### config.mk
export PLATFORM = sky130hd
export DESIGN_NAME = xc_malu_issue_flat
export DESIGN_NICKNAME = d
export VERILOG_FILES = /design/src/rtl/xc_malu_issue_if.sv /design/src/rtl/xc_malu_issue.sv /design/src/flat_wrapper.sv
export SDC_FILE = /design/constraint.sdc
export NUM_CORES = 1
export LEC_CHECK = 0
export CAP_MARGIN = 0
export CELL_PAD_IN_SITES_DETAIL_PLACEMENT = 0
export CELL_PAD_IN_SITES_GLOBAL_PLACEMENT = 1
export CORE_MARGIN = 2
export CORE_UTILIZATION = 35
export DETAILED_ROUTE_END_ITERATION = 12
export PLACE_DENSITY_LB_ADDON = 0.3
export SYNTH_ARGS = -nofsm -noshare
export SYNTH_HDL_FRONTEND = slang
export SYNTH_SLANG_ARGS = --single-unit
### constraint.sdc
create_clock -name clock -period 13.1 [get_ports clock]
set_input_delay 1.31 -clock clock [delete_from_list [all_inputs] [get_ports clock]]
set_output_delay 1.31 -clock clock [all_outputs]
set_load 0.01 [all_outputs]
### src/rtl/xc_malu_issue_if.sv
// Requester-to-xc_malu bus: operands, one-hot op decode, variant controls,
// valid/ready/flush handshake and the two-word result.
interface xc_malu_issue_if;
  logic        valid;
  logic        flush;
  logic        ready;
  logic [31:0] rs1;
  logic [31:0] rs2;
  logic [31:0] rs3;
  logic        insn_mul;
  logic        insn_pmul;
  logic        insn_div;
  logic        insn_rem;
  logic        insn_macc;
  logic        insn_madd;
  logic        insn_msub;
  logic [4:0]  pw;
  logic        lhs_sign;
  logic        rhs_sign;
  logic        drem_unsigned;
  logic        carryless;
  logic [31:0] result_1;
  logic [31:0] result_0;

  modport master (
    output valid, flush, rs1, rs2, rs3,
    output insn_mul, insn_pmul, insn_div, insn_rem, insn_macc, insn_madd, insn_msub,
    output pw, lhs_sign, rhs_sign, drem_unsigned, carryless,
    input  ready, result_1, result_0
  );

  modport slave (
    input  valid, flush, rs1, rs2, rs3,
    input  insn_mul, insn_pmul, insn_div, insn_rem, insn_macc, insn_madd, insn_msub,
    input  pw, lhs_sign, rhs_sign, drem_unsigned, carryless,
    output ready, result_1, result_0
  );
endinterface

### src/rtl/xc_malu_issue.sv
// Initiator side of the xc_malu valid/ready/flush protocol: registers one request,
// holds it on the MALU bus until ready or timeout, then presents a response.
module xc_malu_issue #(
  parameter int unsigned TIMEOUT = 64,
  parameter int unsigned CNT_W   = 8
) (
  input  logic                 clock,
  input  logic                 reset,
  input  logic                 req_valid,
  output logic                 req_ready,
  input  logic [31:0]          req_rs1,
  input  logic [31:0]          req_rs2,
  input  logic [31:0]          req_rs3,
  input  logic [2:0]           req_op,
  input  logic [2:0]           req_pw,
  input  logic                 req_lhs_sign,
  input  logic                 req_rhs_sign,
  input  logic                 req_drem_unsigned,
  input  logic                 req_carryless,
  input  logic                 req_hi,
  input  logic [4:0]           req_rd,
  input  logic                 pipe_kill,
  xc_malu_issue_if.master      malu,
  output logic                 rsp_valid,
  input  logic                 rsp_ready,
  output logic [31:0]          rsp_data,
  output logic [31:0]          rsp_data_hi,
  output logic [4:0]           rsp_rd,
  output logic                 rsp_err,
  output logic [CNT_W-1:0]     rsp_cycles
);

  typedef enum logic [1:0] {StIdle, StIssue, StResp} state_e;

  state_e           state_q, state_d;
  logic [CNT_W-1:0] cnt_q, cnt_d, cnt_inc;
  logic [31:0]      rs1_q, rs2_q, rs3_q;
  logic [2:0]       op_q, pw_q;
  logic             lhs_q, rhs_q, drem_q, cl_q, hi_q;
  logic [4:0]       rd_q;
  logic             load_req;
  logic             req_illegal;
  logic             timeout;
  logic             in_issue;

  logic [31:0]      rsp_data_q, rsp_data_d;
  logic [31:0]      rsp_hi_q, rsp_hi_d;
  logic             rsp_err_q, rsp_err_d;
  logic [CNT_W-1:0] rsp_cycles_q, rsp_cycles_d;

  // pmul with an out-of-range packed width has no legal encoding on the bus.
  assign req_illegal = (req_op == 3'd7) || ((req_op == 3'd1) && (req_pw > 3'd4));
  assign timeout     = cnt_q >= CNT_W'(TIMEOUT - 1);
  assign cnt_inc     = (cnt_q == {CNT_W{1'b1}}) ? cnt_q : cnt_q + CNT_W'(1);
  assign in_issue    = (state_q == StIssue);

  always_comb begin
    state_d      = state_q;
    cnt_d        = cnt_q;
    load_req     = 1'b0;
    req_ready    = 1'b0;
    rsp_valid    = 1'b0;
    malu.valid   = 1'b0;
    malu.flush   = 1'b0;
    rsp_data_d   = rsp_data_q;
    rsp_hi_d     = rsp_hi_q;
    rsp_err_d    = rsp_err_q;
    rsp_cycles_d = rsp_cycles_q;
    unique case (state_q)
      StIdle: begin
        req_ready = !pipe_kill;
        if (req_valid && !pipe_kill) begin
          load_req = 1'b1;
          cnt_d    = '0;
          if (req_illegal) begin
            state_d      = StResp;
            rsp_data_d   = '0;
            rsp_hi_d     = '0;
            rsp_err_d    = 1'b1;
            rsp_cycles_d = '0;
          end else begin
            state_d = StIssue;
          end
        end
      end
      StIssue: begin
        malu.valid = !pipe_kill;
        cnt_d      = cnt_inc;
        if (pipe_kill) begin
          malu.flush = 1'b1;
          state_d    = StIdle;
        end else if (malu.ready) begin
          malu.flush   = 1'b1;
          state_d      = StResp;
          rsp_data_d   = hi_q ? malu.result_1 : malu.result_0;
          rsp_hi_d     = malu.result_1;
          rsp_err_d    = 1'b0;
          rsp_cycles_d = cnt_inc;
        end else if (timeout) begin
          malu.flush   = 1'b1;
          state_d      = StResp;
          rsp_data_d   = '0;
          rsp_hi_d     = '0;
          rsp_err_d    = 1'b1;
          rsp_cycles_d = CNT_W'(TIMEOUT);
        end
      end
      StResp: begin
        rsp_valid = !pipe_kill;
        if (pipe_kill || rsp_ready) state_d = StIdle;
      end
      default: state_d = StIdle;
    endcase
  end

  always_ff @(posedge clock or posedge reset) begin
    if (reset) begin
      state_q      <= StIdle;
      cnt_q        <= '0;
      rs1_q        <= '0;
      rs2_q        <= '0;
      rs3_q        <= '0;
      op_q         <= '0;
      pw_q         <= '0;
      lhs_q        <= 1'b0;
      rhs_q        <= 1'b0;
      drem_q       <= 1'b0;
      cl_q         <= 1'b0;
      hi_q         <= 1'b0;
      rd_q         <= '0;
      rsp_data_q   <= '0;
      rsp_hi_q     <= '0;
      rsp_err_q    <= 1'b0;
      rsp_cycles_q <= '0;
    end else begin
      state_q      <= state_d;
      cnt_q        <= cnt_d;
      rsp_data_q   <= rsp_data_d;
      rsp_hi_q     <= rsp_hi_d;
      rsp_err_q    <= rsp_err_d;
      rsp_cycles_q <= rsp_cycles_d;
      if (load_req) begin
        rs1_q  <= req_rs1;
        rs2_q  <= req_rs2;
        rs3_q  <= req_rs3;
        op_q   <= req_op;
        pw_q   <= req_pw;
        lhs_q  <= req_lhs_sign;
        rhs_q  <= req_rhs_sign;
        drem_q <= req_drem_unsigned;
        cl_q   <= req_carryless;
        hi_q   <= req_hi;
        rd_q   <= req_rd;
      end
    end
  end

  assign malu.rs1 = rs1_q;
  assign malu.rs2 = rs2_q;
  assign malu.rs3 = rs3_q;

  // Controls are only meaningful while the MALU is being driven; keep them quiet otherwise.
  assign malu.insn_mul      = in_issue && (op_q == 3'd0);
  assign malu.insn_pmul     = in_issue && (op_q == 3'd1);
  assign malu.insn_div      = in_issue && (op_q == 3'd2);
  assign malu.insn_rem      = in_issue && (op_q == 3'd3);
  assign malu.insn_macc     = in_issue && (op_q == 3'd4);
  assign malu.insn_madd     = in_issue && (op_q == 3'd5);
  assign malu.insn_msub     = in_issue && (op_q == 3'd6);
  assign malu.pw            = !in_issue ? 5'b00000 :
                              (op_q == 3'd1) ? (5'b10000 >> pw_q) : 5'b00001;
  assign malu.lhs_sign      = in_issue && lhs_q;
  assign malu.rhs_sign      = in_issue && rhs_q;
  assign malu.drem_unsigned = in_issue && drem_q;
  assign malu.carryless     = in_issue && cl_q && ((op_q == 3'd0) || (op_q == 3'd1));

  assign rsp_data    = rsp_data_q;
  assign rsp_data_hi = rsp_hi_q;
  assign rsp_rd      = rd_q;
  assign rsp_err     = rsp_err_q;
  assign rsp_cycles  = rsp_cycles_q;

endmodule

### src/flat_wrapper.sv
// flat-port wrapper written by rule: the top's interface ports become plain ports
module xc_malu_issue_flat 
#(
  parameter int unsigned TIMEOUT = 64,
  parameter int unsigned CNT_W   = 8
)
  (clock, reset, req_valid, req_ready, req_rs1, req_rs2, req_rs3, req_op, req_pw, req_lhs_sign, req_rhs_sign, req_drem_unsigned, req_carryless, req_hi, req_rd, pipe_kill, rsp_valid, rsp_ready, rsp_data, rsp_data_hi, rsp_rd, rsp_err, rsp_cycles, malu_valid, malu_flush, malu_rs1, malu_rs2, malu_rs3, malu_insn_mul, malu_insn_pmul, malu_insn_div, malu_insn_rem, malu_insn_macc, malu_insn_madd, malu_insn_msub, malu_pw, malu_lhs_sign, malu_rhs_sign, malu_drem_unsigned, malu_carryless, malu_ready, malu_result_1, malu_result_0);
  xc_malu_issue_if malu_i ();
  input  logic clock;
  input  logic reset;
  input  logic req_valid;
  output logic req_ready;
  input  logic [31:0] req_rs1;
  input  logic [31:0] req_rs2;
  input  logic [31:0] req_rs3;
  input  logic [2:0] req_op;
  input  logic [2:0] req_pw;
  input  logic req_lhs_sign;
  input  logic req_rhs_sign;
  input  logic req_drem_unsigned;
  input  logic req_carryless;
  input  logic req_hi;
  input  logic [4:0] req_rd;
  input  logic pipe_kill;
  output logic rsp_valid;
  input  logic rsp_ready;
  output logic [31:0] rsp_data;
  output logic [31:0] rsp_data_hi;
  output logic [4:0] rsp_rd;
  output logic rsp_err;
  output logic [CNT_W-1:0] rsp_cycles;
  output wire logic [$bits(malu_i.valid)-1:0] malu_valid;
  output wire logic [$bits(malu_i.flush)-1:0] malu_flush;
  output wire logic [$bits(malu_i.rs1)-1:0] malu_rs1;
  output wire logic [$bits(malu_i.rs2)-1:0] malu_rs2;
  output wire logic [$bits(malu_i.rs3)-1:0] malu_rs3;
  output wire logic [$bits(malu_i.insn_mul)-1:0] malu_insn_mul;
  output wire logic [$bits(malu_i.insn_pmul)-1:0] malu_insn_pmul;
  output wire logic [$bits(malu_i.insn_div)-1:0] malu_insn_div;
  output wire logic [$bits(malu_i.insn_rem)-1:0] malu_insn_rem;
  output wire logic [$bits(malu_i.insn_macc)-1:0] malu_insn_macc;
  output wire logic [$bits(malu_i.insn_madd)-1:0] malu_insn_madd;
  output wire logic [$bits(malu_i.insn_msub)-1:0] malu_insn_msub;
  output wire logic [$bits(malu_i.pw)-1:0] malu_pw;
  output wire logic [$bits(malu_i.lhs_sign)-1:0] malu_lhs_sign;
  output wire logic [$bits(malu_i.rhs_sign)-1:0] malu_rhs_sign;
  output wire logic [$bits(malu_i.drem_unsigned)-1:0] malu_drem_unsigned;
  output wire logic [$bits(malu_i.carryless)-1:0] malu_carryless;
  input wire logic [$bits(malu_i.ready)-1:0] malu_ready;
  input wire logic [$bits(malu_i.result_1)-1:0] malu_result_1;
  input wire logic [$bits(malu_i.result_0)-1:0] malu_result_0;
  assign malu_valid = malu_i.valid;
  assign malu_flush = malu_i.flush;
  assign malu_rs1 = malu_i.rs1;
  assign malu_rs2 = malu_i.rs2;
  assign malu_rs3 = malu_i.rs3;
  assign malu_insn_mul = malu_i.insn_mul;
  assign malu_insn_pmul = malu_i.insn_pmul;
  assign malu_insn_div = malu_i.insn_div;
  assign malu_insn_rem = malu_i.insn_rem;
  assign malu_insn_macc = malu_i.insn_macc;
  assign malu_insn_madd = malu_i.insn_madd;
  assign malu_insn_msub = malu_i.insn_msub;
  assign malu_pw = malu_i.pw;
  assign malu_lhs_sign = malu_i.lhs_sign;
  assign malu_rhs_sign = malu_i.rhs_sign;
  assign malu_drem_unsigned = malu_i.drem_unsigned;
  assign malu_carryless = malu_i.carryless;
  assign malu_i.ready = malu_ready;
  assign malu_i.result_1 = malu_result_1;
  assign malu_i.result_0 = malu_result_0;
  xc_malu_issue #(.TIMEOUT(TIMEOUT), .CNT_W(CNT_W)) u_core (.clock(clock), .reset(reset), .req_valid(req_valid), .req_ready(req_ready), .req_rs1(req_rs1), .req_rs2(req_rs2), .req_rs3(req_rs3), .req_op(req_op), .req_pw(req_pw), .req_lhs_sign(req_lhs_sign), .req_rhs_sign(req_rhs_sign), .req_drem_unsigned(req_drem_unsigned), .req_carryless(req_carryless), .req_hi(req_hi), .req_rd(req_rd), .pipe_kill(pipe_kill), .malu(malu_i), .rsp_valid(rsp_valid), .rsp_ready(rsp_ready), .rsp_data(rsp_data), .rsp_data_hi(rsp_data_hi), .rsp_rd(rsp_rd), .rsp_err(rsp_err), .rsp_cycles(rsp_cycles));
endmodule
-- Yosys cells after proc, flatten, opt, wreduce, memory -nomap -nowiden
Cells that the tools add are included.
- add/subtract/negate cells: 1
- order comparisons: 2
- eq/ne operators: 17
- shift operators: 1
- multiplexer cells: 43
- reduce and logical (&&, ||, !) cells: 24
- operators with widths (cell ; number):
    $mux W32 ; 8
    $pmux W32 S2 ; 2
    $mux W8 ; 7
    $pmux W8 S2 ; 2
    $logic_and A1 B1 Y1 ; 14
    $mux W1 ; 14
    $eq A3 B3 Y1 const B ; 4
    $mux W2 ; 6
    $mux W5 ; 2
    $add A8 B1 Y8 const B ; 1
    $eq A8 B8 Y1 const B ; 1
    $ge A8 B6 Y1 const B ; 1
    $eq A3 B1 Y1 const B ; 2
    $eq A3 B2 Y1 const B ; 2
    $ne A2 B1 Y1 const B ; 3
    $pmux W2 S3 ; 1
    $reduce_and A5 Y1 ; 1
    $shr A5 B3 Y5 const A ; 1
    $ne A4 B3 Y1 const B ; 1
    $gt A3 B3 Y1 const B ; 1
    $logic_not A3 Y1 ; 1
    $logic_or A1 B1 Y1 ; 3
    $ne A3 B2 Y1 const B ; 1
    $reduce_and A3 Y1 ; 1
    8 further kinds ; 8
- bits in registers: 195
- output and inout bits: 194

-- Depth between registers and ports, before layout
- word-level depth: 6
- gate-level depth with buffers: 8

-- Worst setup path before layout
OpenSTA, ideal clock, no wires.
- kind: input-to-output
- start point: input port pipe_kill
- end point: output port malu_flush
- data arrival time: 1.792 ns
- data required time: 11.790 ns
- setup slack: 9.998 ns
- stages on the path: 3
- cell sequence: clkbuf_1 -> inv_1 -> a21oi_1
- word-level cells in the longest chain between the ends: 2
- RTL lines (what ; line ; source):
    start, declared ; flat_wrapper.sv:24 ; input logic pipe_kill;
    $mux W1 ; xc_malu_issue.sv:89 ; if (pipe_kill) begin
    $mux W1 ; xc_malu_issue.sv:69 ; unique case (state_q)
    end, declared ; flat_wrapper.sv:33 ; output wire logic [$bits(malu_i.flush)-1:0] malu_flush;
No other way between the ends.

-- Worst setup path in the final report
- start point: input port malu_ready
- end point: output port malu_flush
- word-level cells in the longest chain between the ends: 3
- RTL lines (what ; line ; source):
    start, declared ; flat_wrapper.sv:49 ; input wire logic [$bits(malu_i.ready)-1:0] malu_ready;
    $mux W1 ; xc_malu_issue.sv:92 ; end else if (malu.ready) begin
    $mux W1 ; xc_malu_issue.sv:89 ;
    $mux W1 ; xc_malu_issue.sv:69 ;
No other way between the ends.

==> impl_metrics.json <==
{
  "dp_slack_ps": 8590,
  "timing.fmax_mhz": 236,
  "start_util_pct": 35.7,
  "cts_buffer_depth": 2,
  "final_nets": 1214,
  "finalCritPeriodShare_pct": 32.3,
  "ys_seq_area_share_pct": 56.2,
  "viasPerCell": 4.72,
  "regToRegSetupSlack_ps": 9850,
  "cp_max_fo": 4,
  "area_growth_pct": 53.3,
  "synth_common_cells": "195 x dfrtp_1, 115 x mux2_2, 68 x mux2i_1",
  "critPathMostFrequentCell": "clkdlybuf4s50_1",
  "cp_num_buf_inv": 2,
  "min_path_cells": 1,
  "synthTopCellsByArea": "dfrtp_1 56%, mux2_2 15%, mux2i_1 7.8%",
  "slew_headroom_pct": 34.9,
  "drt-total-wl_um": 26100,
  "crit_chain": "clkdlybuf4s50_1 -> a2111oi_4 -> a21oi_1 -> clkdlybuf4s50_1",
  "max_cap_violations": 0,
  "drt_iter0_markers": 255,
  "clk_pin_slew_ps": 70,
  "whs_ps": 503,
  "p_comb_share_pct": 30.9,
  "die_x_um": 162,
  "path_delay_family": "buffers and inverters",
  "place_area_um2": 12700,
  "drive_above_1_share_pct": 19.1,
  "design_area_um2": 13300,
  "rsz0062_at_grt": "false",
  "setup_tns_ps": 0,
  "worst_pin_slew_ps": 976,
  "path_depth": 4,
  "end_kind": "output pin",
  "vias": 6470,
  "cts_hold_buf": 0,
  "grt_pass1_vias": 6734,
  "grt_max_degree": 127,
  "power.share.sequential_pct": 40.8,
  "r2r_cells": 7,
  "hold_viol": 0,
  "grt_antenna_before_repair": 4,
  "worstPathRequired_ps": 11790,
  "synth_ff_type": "dfrtp_1",
  "cts_tree": "built",
  "rr_startpoint": "u_core.cnt_q[0]",
  "min-delay-start": "u_core.drem_q",
  "intPower_w": 0.00135,
  "clk_latency_ps": 440,
  "post-cts-setup-buffers": 0,
  "fillers": 2076,
  "clkPwrFrac_pct": 28.3,
  "rows": 57,
  "wl_per_cell_um": 19.1,
  "outcome": "completed",
  "cts_sinks": 195,
  "ys_seq_elements": 195,
  "syn-num-nets": 857,
  "grt_usage_pct": 20.0,
  "io_pins": 376,
  "finalWorstSetupSlack_ps": 8870,
  "port_buffers": 375,
  "rr_endpoint": "u_core.rsp_data[27]",
  "ir_drop_v": 0.0000949,
  "fin_skew_ps": 16.2,
  "fp.coreArea_um2": 24300,
  "routabilityCongestion": 0.831,
  "start_kind": "primary input",
  "maxSlewViolCount": 0,
  "synth_most_common_cell": "dfrtp_1",
  "ys_async_sr_fraction_pct": 100,
  "max_stage_delay_ps": 510,
  "timing_worst_setup_path_type": "in -> out",
  "p_switching_w": 0.000591,
  "syn_inst": 674,
  "gr-total-overflow": 0,
  "netlist_area_um2": 8690,
  "power.density_nw_per_um2": 146,
  "synth_cell_type_count": 44,
  "dr.pass1.iters": 6,
  "cts-root-buf": "clkbuf_16",
  "grt_pass1_wl_um": 39700,
  "h-tree-depth": 4,
  "dp_hpwl_um": 19000,
  "yosysTopAreaCell": "dfrtp_1",
  "whs_endpoint": "u_core.drem_q",
  "ant_nets": 0,
  "synth.avg_cell_area_um2": 12.9,
  "synth_edf_count": 0,
  "yosysWarnings": 0,
  "yosys.area.top_type_share_pct": 56.2,
  "cp.arrival_ps": 2920,
  "dieArea_um2": 26100,
  "fin_crit_ps": 4230,
  "worst_path_max_delay_cell": "clkdlybuf4s50_1",
  "post_cts_resized": 0,
  "cts_buffers": 17,
  "drcViolationCount": 0,
  "min_path_type": "reg -> reg",
  "setup_viol_count_final": 0,
  "die_height_um": 162,
  "power_leakage_nw": 5.50,
  "swShare_pct": 30.4
}
==> how the worst max path moves through the flow <==
stage          slack, ps        from                  end
6_report            8870  malu_ready           malu_flush
5_1_grt             8790  malu_ready           malu_flush
4_1_cts             8880  malu_ready           malu_flush
3_5_place_dp        8590   req_op[0]  u_core.rsp_data[27]
3_3_place_gp        8630   req_op[0]  u_core.rsp_data[28]
2_1_floorplan       6480       reset          u_core.cl_q
==> registers in the layout (all words and copies together), names as in the netlist <==
name                flops
u_core.malu.rs1        32
u_core.malu.rs2        32
u_core.malu.rs3        32
u_core.rsp_data        32
u_core.rsp_data_hi     32
u_core.cnt_q            8
u_core.rsp_cycles       8
u_core.rsp_rd           5
u_core.op_q             3
u_core.pw_q             3
u_core.state_q          2
u_core.cl_q             1
u_core.drem_q           1
u_core.hi_q             1
u_core.lhs_q            1
u_core.rhs_q            1
u_core.rsp_err          1
==> layout by cell type, fill, tap and decap left out, types with 4 or more instances in the layout <==
master           netlist  final
clkdlybuf4s50_1        0    375
dfrtp_1              195    194
mux2_2               115    115
mux2i_1               68     68
nand2_1               49     49
nor2_1                44     44
inv_1                 39     38
mux2_4                35     35
clkbuf_16              0     17
o21ai_0               12     12
nand3_1                8      8
nor3_1                 8      8
buf_4                  3      7
a21oi_1                6      6
inv_8                  0      6
nand2b_1               5      5
clkinv_8               0      5
and3_1                 4      4
==> power groups by stage <==
stage / combinational [W] / sequential, W / clock (W)
after detailed placement: 0.000609 / 0.000803 / 0
final: 0.000602 / 0.000794 / 0.000550
after floorplan: 0.000218 / 0.000844 / 0
after global routing: 0.000643 / 0.000811 / 0.000591
after global placement: 0.000608 / 0.000798 / 0
after CTS: 0.000612 / 0.000794 / 0.000568
==> logic make-up after synthesis <==
| logic type | synth area share (%) |
|---|---|
| buffers and inverters | 4.42 |
| muxes | 28.8 |
| AOI/OAI and AO/OA | 3.28 |
| adders and majority gates | 0.144 |
| and+or+nand+nor | 7.17 |
| DFF | 56.2 |
==> routing by layer <==
layer	share of wire [%]	global-route usage [%]	up-vias
li1	-	-	3023
met1	38	22.7	3196
met2	50	34.4	229
met3	9.8	8.53	20
met4	1.7	5.64	2
met5	0.050	0	-
==> layout make-up <==
| type | instances | area [um^2] | share of cell area (%) |
|---|---|---|---|
| Inverter | 39 | 154 | 1.16 |
| Clock inverter | 14 | 188 | 1.41 |
| Multi-Input combinational cell | 396 | 3440 | 25.8 |
| Timing Repair Buffer | 382 | 3810 | 28.6 |
| Clock buffer | 18 | 439 | 3.30 |
| Tap cell | 324 | 405 | 3.04 |
| Sequential cell | 195 | 4880 | 36.7 |
| Antenna cell | 2 | 5.00 | 0.0376 |
==> through the flow <==
step	cells	power (W)	util, %
6_report	1370	0.00195	54.8
5_1_grt	1370	0.00205	54.8
4_1_cts	1368	0.00197	54.7
3_5_place_dp	1336	0.00141	52.2
3_3_place_gp	1336	0.00141	52.2
2_1_floorplan	674	0.00106	-
Power figures use the tool's default switching activity.
